==> config.mk <==
export PLATFORM = sky130hd
export DESIGN_NAME = piece_bag_scheduler
export DESIGN_NICKNAME = d
export VERILOG_FILES = /design/src/rtl/piece_bag_scheduler.sv
export SDC_FILE = /design/constraint.sdc
export NUM_CORES = 1
export LEC_CHECK = 0
export CAP_MARGIN = 20
export CORE_UTILIZATION = 45
export CTS_BUF_LIST = sky130_fd_sc_hd__clkbuf_16
export CTS_CLUSTER_DIAMETER = 200
export DETAILED_ROUTE_END_ITERATION = 8
export GPL_ROUTABILITY_DRIVEN = 0
export PLACE_DENSITY = 0.66
export SETUP_SLACK_MARGIN = 0.5
export SYNTH_ARGS = -nofsm -noshare
export SYNTH_HDL_FRONTEND = slang
export SYNTH_SLANG_ARGS = --single-unit
==> constraint.sdc <==
create_clock -name clk -period 7.3 [get_ports clk]
set_clock_uncertainty 0.1 [all_clocks]
set_input_delay 1.46 -clock clk [delete_from_list [all_inputs] [get_ports clk]]
set_output_delay 1.46 -clock clk [all_outputs]
set_load 0.01 [all_outputs]
==> src/rtl/piece_bag_scheduler.sv <==
// 7-bag Tetris piece sequencer: filters a 3-bit random stream so each bag of 7 holds every piece once,
// buffering accepted pieces in a small preview FIFO.
module piece_bag_scheduler #(
  parameter int DEPTH     = 4,
  parameter int MAX_TRIES = 8
) (
  input  logic       clk,
  input  logic       reset_n,
  input  logic [2:0] rnd,
  input  logic       restart,
  input  logic       piece_pop,
  output logic       piece_valid,
  output logic [2:0] piece_id,
  output logic       preview_valid,
  output logic [2:0] preview_id,
  output logic [6:0] bag_mask,
  output logic [3:0] count
);

  localparam int         PW       = $clog2(DEPTH);
  localparam logic [3:0] DEPTH_C  = 4'(DEPTH);
  localparam logic [3:0] LAST_TRY = 4'(MAX_TRIES - 1);

  typedef enum logic [1:0] {S_INIT, S_FILL, S_HOLD} state_t;

  state_t          state_q, state_d;
  logic [PW-1:0]   head_q, head_d, tail_q, tail_d;
  logic [3:0]      count_q, count_d;
  logic [3:0]      tries_q, tries_d;
  logic [6:0]      mask_q, mask_d;
  logic [2:0]      mem_q [DEPTH];

  logic            draw, hit, fallback, push, pop;
  logic [2:0]      fb_id, push_id;
  logic [6:0]      mask_set;

  function automatic logic [PW-1:0] ptr_inc(input logic [PW-1:0] p);
    return (p == PW'(DEPTH - 1)) ? '0 : p + PW'(1);
  endfunction

  // Lowest-index piece not yet issued from the current bag.
  always_comb begin
    fb_id = 3'd0;
    for (int i = 6; i >= 0; i--) begin
      if (!mask_q[i]) fb_id = 3'(i);
    end
  end

  assign draw     = (state_q == S_FILL) && (count_q < DEPTH_C);
  assign hit      = draw && (rnd != 3'd7) && !mask_q[rnd];
  assign fallback = draw && !hit && (tries_q == LAST_TRY);
  assign push     = (hit || fallback) && !restart;
  assign pop      = piece_pop && (count_q != 4'd0) && !restart;
  assign push_id  = hit ? rnd : fb_id;
  assign mask_set = mask_q | (7'd1 << push_id);

  always_comb begin
    state_d = state_q;
    head_d  = head_q;
    tail_d  = tail_q;
    count_d = count_q;
    tries_d = tries_q;
    mask_d  = mask_q;
    if (restart) begin
      state_d = S_FILL;
      head_d  = '0;
      tail_d  = '0;
      count_d = 4'd0;
      tries_d = 4'd0;
      mask_d  = 7'd0;
    end else begin
      if (push) begin
        tail_d  = ptr_inc(tail_q);
        tries_d = 4'd0;
        // Completing a bag rolls straight into a fresh one.
        mask_d  = (mask_set == 7'h7F) ? 7'd0 : mask_set;
      end else if (draw) begin
        tries_d = tries_q + 4'd1;
      end
      if (pop) head_d = ptr_inc(head_q);
      case ({push, pop})
        2'b10:   count_d = count_q + 4'd1;
        2'b01:   count_d = count_q - 4'd1;
        default: count_d = count_q;
      endcase
      if (state_q == S_INIT) state_d = S_FILL;
      else                   state_d = (count_d == DEPTH_C) ? S_HOLD : S_FILL;
    end
  end

  always_ff @(posedge clk or negedge reset_n) begin
    if (!reset_n) begin
      state_q <= S_INIT;
      head_q  <= '0;
      tail_q  <= '0;
      count_q <= 4'd0;
      tries_q <= 4'd0;
      mask_q  <= 7'd0;
      for (int i = 0; i < DEPTH; i++) mem_q[i] <= 3'd0;
    end else begin
      state_q <= state_d;
      head_q  <= head_d;
      tail_q  <= tail_d;
      count_q <= count_d;
      tries_q <= tries_d;
      mask_q  <= mask_d;
      if (push) mem_q[tail_q] <= push_id;
    end
  end

  assign piece_valid   = (count_q != 4'd0);
  assign piece_id      = mem_q[head_q];
  assign preview_valid = (count_q >= 4'd2);
  assign preview_id    = mem_q[ptr_inc(head_q)];
  assign bag_mask      = mask_q;
  assign count         = count_q;

endmodule

==> results of run 1 <==
==> power groups by stage <==
stage / Sequential [mW] / Combinational, mW / Clock, mW
2_1_floorplan: 0.290 / 0.345 / 0
3_3_place_gp: 0.307 / 0.486 / 0
3_5_place_dp: 0.310 / 0.490 / 0
4_1_cts: 0.307 / 0.493 / 0.200
5_1_grt: 0.318 / 0.541 / 0.208
6_report: 0.307 / 0.489 / 0.196
==> critical path: cells and delay by family <==
family | cells | cell delay [ns]
compound gates | 5 | 1.34
buf+inv | 3 | 0.86
fa+ha+maj | 2 | 0.53
xor+xnor | 2 | 0.31
simple gates | 2 | 0.34
mux | 1 | 0.38
==> final cells by class <==
| class | instances | area [µm²] | share of cell area |
|---|---|---|---|
| clock buffer | 5 | 125 | 0.0478 |
| timing repair buffer | 26 | 258 | 0.0984 |
| multi-input combinational | 168 | 1260 | 0.483 |
| clock inverter | 3 | 13.8 | 0.00525 |
| sequential | 33 | 826 | 0.315 |
| inverter | 13 | 48.8 | 0.0186 |
| tap | 67 | 83.8 | 0.0320 |
==> sequential cells by signal (all words and copies together), names as in the netlist <==
signal / flops
mem_q: 12
bag_mask: 7
state_q: 2
head_q: 2
tail_q: 2
count: 4
tries_q: 4
==> routing by layer <==
metal,vias up,track usage
li1,863,-
met1,817,0.298
met2,34,0.297
met3,5,0.0583
met4,0,0.0610
met5,-,0
==> synth_stat cells (2+ instances only) <==
| cell type | instances | area share |
|---|---|---|
| buf_6 | 2 | 0.010 |
| nand2_1 | 27 | 0.046 |
| o21ai_0 | 15 | 0.034 |
| nand2b_1 | 2 | 0.0057 |
| xnor2_1 | 4 | 0.016 |
| and3_1 | 2 | 0.0057 |
| nand4_1 | 5 | 0.014 |
| and2_1 | 3 | 0.0085 |
| or3_1 | 2 | 0.0057 |
| a21o_1 | 3 | 0.010 |
| clkbuf_1 | 2 | 0.0034 |
| nand3_1 | 4 | 0.0091 |
| buf_4 | 3 | 0.010 |
| o21a_1 | 5 | 0.017 |
| nor3_1 | 3 | 0.0068 |
| o2111ai_1 | 2 | 0.0080 |
| inv_1 | 13 | 0.022 |
| mux2i_1 | 4 | 0.018 |
| xor2_1 | 3 | 0.012 |
| dfrtp_1 | 33 | 0.37 |
| nor2b_1 | 2 | 0.0057 |
| a21oi_1 | 14 | 0.032 |
| mux2_2 | 7 | 0.036 |
| buf_2 | 2 | 0.0045 |
| mux4_2 | 6 | 0.061 |
| a211oi_1 | 2 | 0.0068 |
| ha_1 | 9 | 0.051 |
| nor2_1 | 19 | 0.032 |
| a31oi_1 | 4 | 0.011 |
==> final timing paths <==
kind / from / endpoint / slack (ns) / cells past startpoint
max: rnd[2] / state_q[0]$_DFF_PN0_ / 2.14 / 15
min in group asynchronous: reset_n / mem_q[10]$_DFFE_PN0P_ / 1.47 / 2
max in group asynchronous: reset_n / bag_mask[6]$_DFFE_PN0P_ / 5.32 / 2
min: mem_q[1]$_DFFE_PN0P_ / mem_q[1]$_DFFE_PN0P_ / 0.40 / 2
max reg2reg: count[3]$_DFF_PN0_ / state_q[0]$_DFF_PN0_ / 3.46 / 14
min reg2reg: mem_q[1]$_DFFE_PN0P_ / mem_q[1]$_DFFE_PN0P_ / 0.40 / 2
==> logic make-up (layout without fill, tap and decap cells) <==
family	after synthesis	after routing	synth area share
AND/OR/NAND/NOR	75	75	0.174
multiplexers	17	17	0.115
buffers and inverters	22	47	0.0506
XOR/XNOR	7	7	0.0278
flip-flops	33	33	0.375
adder cells (fa/ha/maj)	10	10	0.0602
AO/OA/AOI/OAI	59	59	0.197
==> impl_metrics.csv, run 1 <==
group,metric,value,unit
outcome,outcome,"completed",
clocking,postCtsHoldBufs,0,
die,die_x,72.0,µm
run,cap_violations,0,
placed_design,place_hpwl,3380,µm
synthesis,synth_area,2200,µm²
critical_path,crit_slowest_cell,"clkdlybuf4s50_1",
placed_design,dpl-instance-area,2480,µm²
timing,rsz0062_at_grt,"no",
synthesis,synth-seq-area-share,0.375,
synthesis,synthesis.nets,240,
die,start_util,0.466,
route,final_antenna_net_count,0,
timing,whs,0.402,ns
grt,grt_max_degree,34,
timing,layout_min_cycle_time,5.16,ns
timing,setup_viol,0,
placed_design,portBuffers,25,
die,rows,25,
power,internal-power,611,µW
timing,timing.fmax,0.194,GHz
cells_and_area,filler_cell_count,435,
synthesis,yosys_warnings,0,
timing,fin_ws,2.14,ns
critical_path,arrival,5.23,ns
timing,worstMarginPinSlew,0.680,ns
clocking,post_cts.repair.setup_buffers,0,
clocking,cts_sinks,33,
cells_and_area,layout.nets,264,
critical_path,crit_chain,"clkdlybuf4s50_1, mux2_2, a32oi_1, nand3_1, a21oi_1, inv_1, ha_1, ha_1, a21o_1, a21oi_1, xnor2_1, nor2_1, xnor2_1, o2111a_1, inv_1",
grt,grt_pass1_wl,8000,µm
route,wl_per_cell,14.7,µm
cells_and_area,utilization,0.555,
power,p_comb_frac,0.493,
clocking,cts_made_buffers,5,
critical_path,critical-path-max-stage-delay,0.66,ns
min_path,hold_path.class,"flop to flop",
grt,track_usage,0.204,
clocking,cts_resized,0,
cells_and_area,design_area,2620,µm²
route,routedLengthMet1,2310,µm
synthesis,synth_edf_count,0,
cells_and_area,stdcell_count,315,
power,netSwitchingFraction,0.384,
route,drt_iter0_drc,140,
route,wl_met3,181,µm
power,p_leak,1.14,nW
critical_path,crit_path_end_kind,"flop",
critical_path,path_class,"primary input to flop",
route,drt-vias-per-instance,5.46,
synthesis,synthCells,223,
clocking,worstSkewPairLatency,0.28,ns
power,vdd_drop_max,0.206,mV
clocking,cts_root_buf,"clkbuf_16",
timing,post-route-period-util,0.706,
cells_and_area,drive_gt1_frac,0.117,
grt,antenna_found_initial,0,
critical_path,crit_fanout,10,
route,highest_layer,"met4",
synthesis,syn_area_per_cell,9.87,µm²
die,ios,26,
power,switching_power,381,µW
die,core-area,4720,µm²
clocking,cts_tree,"yes",
die,die_height,72.0,µm
power,seq_power_share,0.310,
power,clockPowerShare,0.197,
cells_and_area,diodes,0,
route,wl,4650,µm
cells_and_area,layout_common_cells,"dfrtp_1, nand2_1, clkdlybuf4s50_1",
clocking,h-tree-depth,2,
route,dr.pass1.iters,4,
power,power.density,379,nW/µm²
timing,drv_slew,0,
synthesis,synth.distinct_cells,50,
cells_and_area,syn_to_final_growth,19.0,%
route,dr_wl_met2,2090,µm
timing,slew_headroom,0.544,
route,num_vias,1719,
synthesis,async_flop_share,1.00,
clocking,cts_buffer_depth,2,
synthesis,ys_ff_latch,33,
placed_design,place_inst,307,
clocking,cts.clk_slew.worst_paths,0.05,ns
power,fin_total_pwr,992,µW
grt,first_global_vias,1645,
route,drc_errors,0,
synthesis,synth_ff_type,"dfrtp_1",
timing,hold_violations,0,
die,dieArea,5180,µm²
cells_and_area,final_common_cell,"dfrtp_1",
grt,overflow,0,
timing,setup_tns,0,ns
critical_path,cp_data_required_time,7.37,ns
critical_path,cp-start-kind,"primary input",
placed_design,place_ws,1.87,ns
No activity file was read; power rests on OpenSTA's default activity.
==> run 2, diff against run 1 <==
- PLACE_DENSITY: 0.66 -> 0.69
- clock period: 7.3 -> 4.6 ns (I/O delays scaled with it)
==> impl_metrics.csv, run 2 (same netlist as run 1, synthesis figures left out) <==
group,metric,value,unit
min_path,hold_path.class,"flop to flop",
clocking,cts_root_buf,"clkbuf_16",
critical_path,crit_path_end_kind,"flop",
clocking,post_cts.repair.setup_buffers,0,
outcome,violations,"DRC",
critical_path,rrSetupSlack,1.30,ns
clocking,h-tree-depth,2,
cells_and_area,layout.nets,270,
critical_path,crit_fanout,7,
power,p_leak,1.18,nW
die,rows,25,
cells_and_area,design_area,2680,µm²
die,die_height,72.0,µm
cells_and_area,drive_gt1_frac,0.142,
power,vdd_drop_max,0.291,mV
route,routedLengthMet1,2270,µm
critical_path,crit_chain,"clkdlybuf4s50_1, and2_1, a32oi_2, nand3_2, a21oi_1, inv_1, ha_1, ha_1, a21o_1, a21oi_1, xnor2_1, nor2_1, xnor2_1, o2111a_1, inv_1",
power,power.density,595,nW/µm²
critical_path,crit_end,"state_q[0]$_DFF_PN0_",
placed_design,dpl-instance-area,2530,µm²
cells_and_area,diodes,0,
grt,track_usage,0.207,
critical_path,cp-start-kind,"primary input",
grt,grt_max_degree,34,
clocking,worstSkewPairLatency,0.28,ns
critical_path,ff2ff_path_depth,15,
placed_design,place_inst,313,
timing,slew_headroom,0.545,
die,start_util,0.466,
critical_path,path_class,"primary input to flop",
route,dr.pass1.iters,6,
route,wl,4750,µm
critical_path,cp_data_required_time,4.67,ns
route,wl_met3,160,µm
clocking,cts_tree,"yes",
clocking,cts_sinks,33,
route,drt-vias-per-instance,5.63,
clocking,cts.clk_slew.worst_paths,0.05,ns
cells_and_area,regMostFlops,"mem_q",
run,cap_violations,0,
timing,setup_viol,0,
grt,grt_pass1_wl,8210,µm
route,wl_per_cell,14.8,µm
critical_path,critPathLaunch,"rnd[1]",
timing,layout_min_cycle_time,3.82,ns
placed_design,portBuffers,25,
timing,rsz0062_at_grt,"no",
clocking,cts_made_buffers,5,
route,final_antenna_net_count,0,
critical_path,critical-path-max-stage-delay,0.50,ns
timing,whs,0.399,ns
timing,drv_slew,0,
timing,timing.fmax,0.262,GHz
route,num_vias,1806,
critical_path,arrival,3.89,ns
cells_and_area,final_common_cell,"dfrtp_1",
timing,post-route-period-util,0.830,
grt,antenna_found_initial,0,
timing,worstMarginPinSlew,0.679,ns
cells_and_area,filler_cell_count,418,
route,drt_iter0_drc,166,
cells_and_area,stdcell_count,321,
die,ios,26,
die,core-area,4720,µm²
placed_design,place_hpwl,3460,µm
clocking,cts_buffer_depth,2,
cells_and_area,layout_common_cells,"dfrtp_1, nand2_1, clkdlybuf4s50_1",
cells_and_area,largest_reg_flops,12,
die,dieArea,5180,µm²
timing,hold_violations,0,
grt,overflow,0,
critical_path,crit_slowest_cell,"clkdlybuf4s50_1",
route,drc_errors,2,
die,die_x,72.0,µm
route,highest_layer,"met4",
critical_path,r2r-start,"count[3]$_DFF_PN0_",
timing,setup_tns,0,ns
grt,first_global_vias,1707,
outcome,outcome,"finished, violations left",
route,dr_wl_met2,2240,µm
cells_and_area,syn_to_final_growth,21.5,%
critical_path,worstReg2RegEnd,"state_q[0]$_DFF_PN0_",
run 2: changes by cell type in the layout (fill, tap and decap cells not counted), sizes merged:
| cell | delta |
|---|---|
| clkdlybuf4s15 | +1 |
| clkinv | +1 |
| inv | -1 |
| buf | +6 |
| clkdlybuf4s50 | -1 |
run 2: metal layers:
layer,vias up,global-route usage
met2,43,0.327
li1,872,-
met4,0,0.0784
met1,881,0.289
met3,10,0.0333
met5,-,0
run 2: how the worst min path moves through the flow:
stage                          from                    to  slack (ns)  depth (start not counted)
6_report       mem_q[9]$_DFFE_PN0P_  mem_q[9]$_DFFE_PN0P_        0.40                          2
5_1_grt        mem_q[1]$_DFFE_PN0P_  mem_q[1]$_DFFE_PN0P_        0.42                          2
4_1_cts        mem_q[7]$_DFFE_PN0P_  mem_q[7]$_DFFE_PN0P_        0.40                          2
3_5_place_dp   mem_q[7]$_DFFE_PN0P_  mem_q[7]$_DFFE_PN0P_        0.39                          2
3_3_place_gp   mem_q[6]$_DFFE_PN0P_  mem_q[6]$_DFFE_PN0P_        0.38                          2
2_1_floorplan  mem_q[4]$_DFFE_PN0P_  mem_q[4]$_DFFE_PN0P_        0.36                          2
run 2: power by group:
part           switching (mW)  internal (mW)  leakage [nW]
sequential              0.111          0.376         0.436
combinational           0.384          0.414         0.674
clock                   0.114          0.195        0.0687
total                   0.609          0.985          1.18
run 2: worst max-delay path: cells and delay by family:
kind                     cells  cell delay (ns)
AO/OA/AOI/OAI                5             1.04
XOR/XNOR                     2             0.33
adder cells (fa/ha/maj)      2             0.51
buffers and inverters        3             0.64
AND/OR/NAND/NOR              3             0.45
run 2: repair_timing:
item                       CTS  global route
gates resized for setup      2             3
hold buffers                 0             0
setup endpoints to repair    2             2
run 2: final cells by class:
| type | instances | area [µm²] | area share |
|---|---|---|---|
| clock buffers | 5 | 125 | 0.0468 |
| flip-flops and latches | 33 | 826 | 0.309 |
| well taps | 67 | 83.8 | 0.0313 |
| clock inverters | 3 | 12.5 | 0.00468 |
| repair buffers | 32 | 303 | 0.113 |
| inverters | 13 | 48.8 | 0.0182 |
| multi-input cells | 168 | 1280 | 0.477 |
run 2: through the flow:
| stage | total power, mW | setup slack, ns | utilization |
|---|---|---|---|
| 2_1_floorplan | 1.01 | 0.649 | - |
| 3_3_place_gp | 1.28 | 0.213 | 0.535 |
| 3_5_place_dp | 1.28 | 0.0751 | 0.535 |
| 4_1_cts | 1.60 | 0.665 | 0.564 |
| 5_1_grt | 1.72 | 0.499 | 0.567 |
| 6_report | 1.59 | 0.784 | 0.567 |
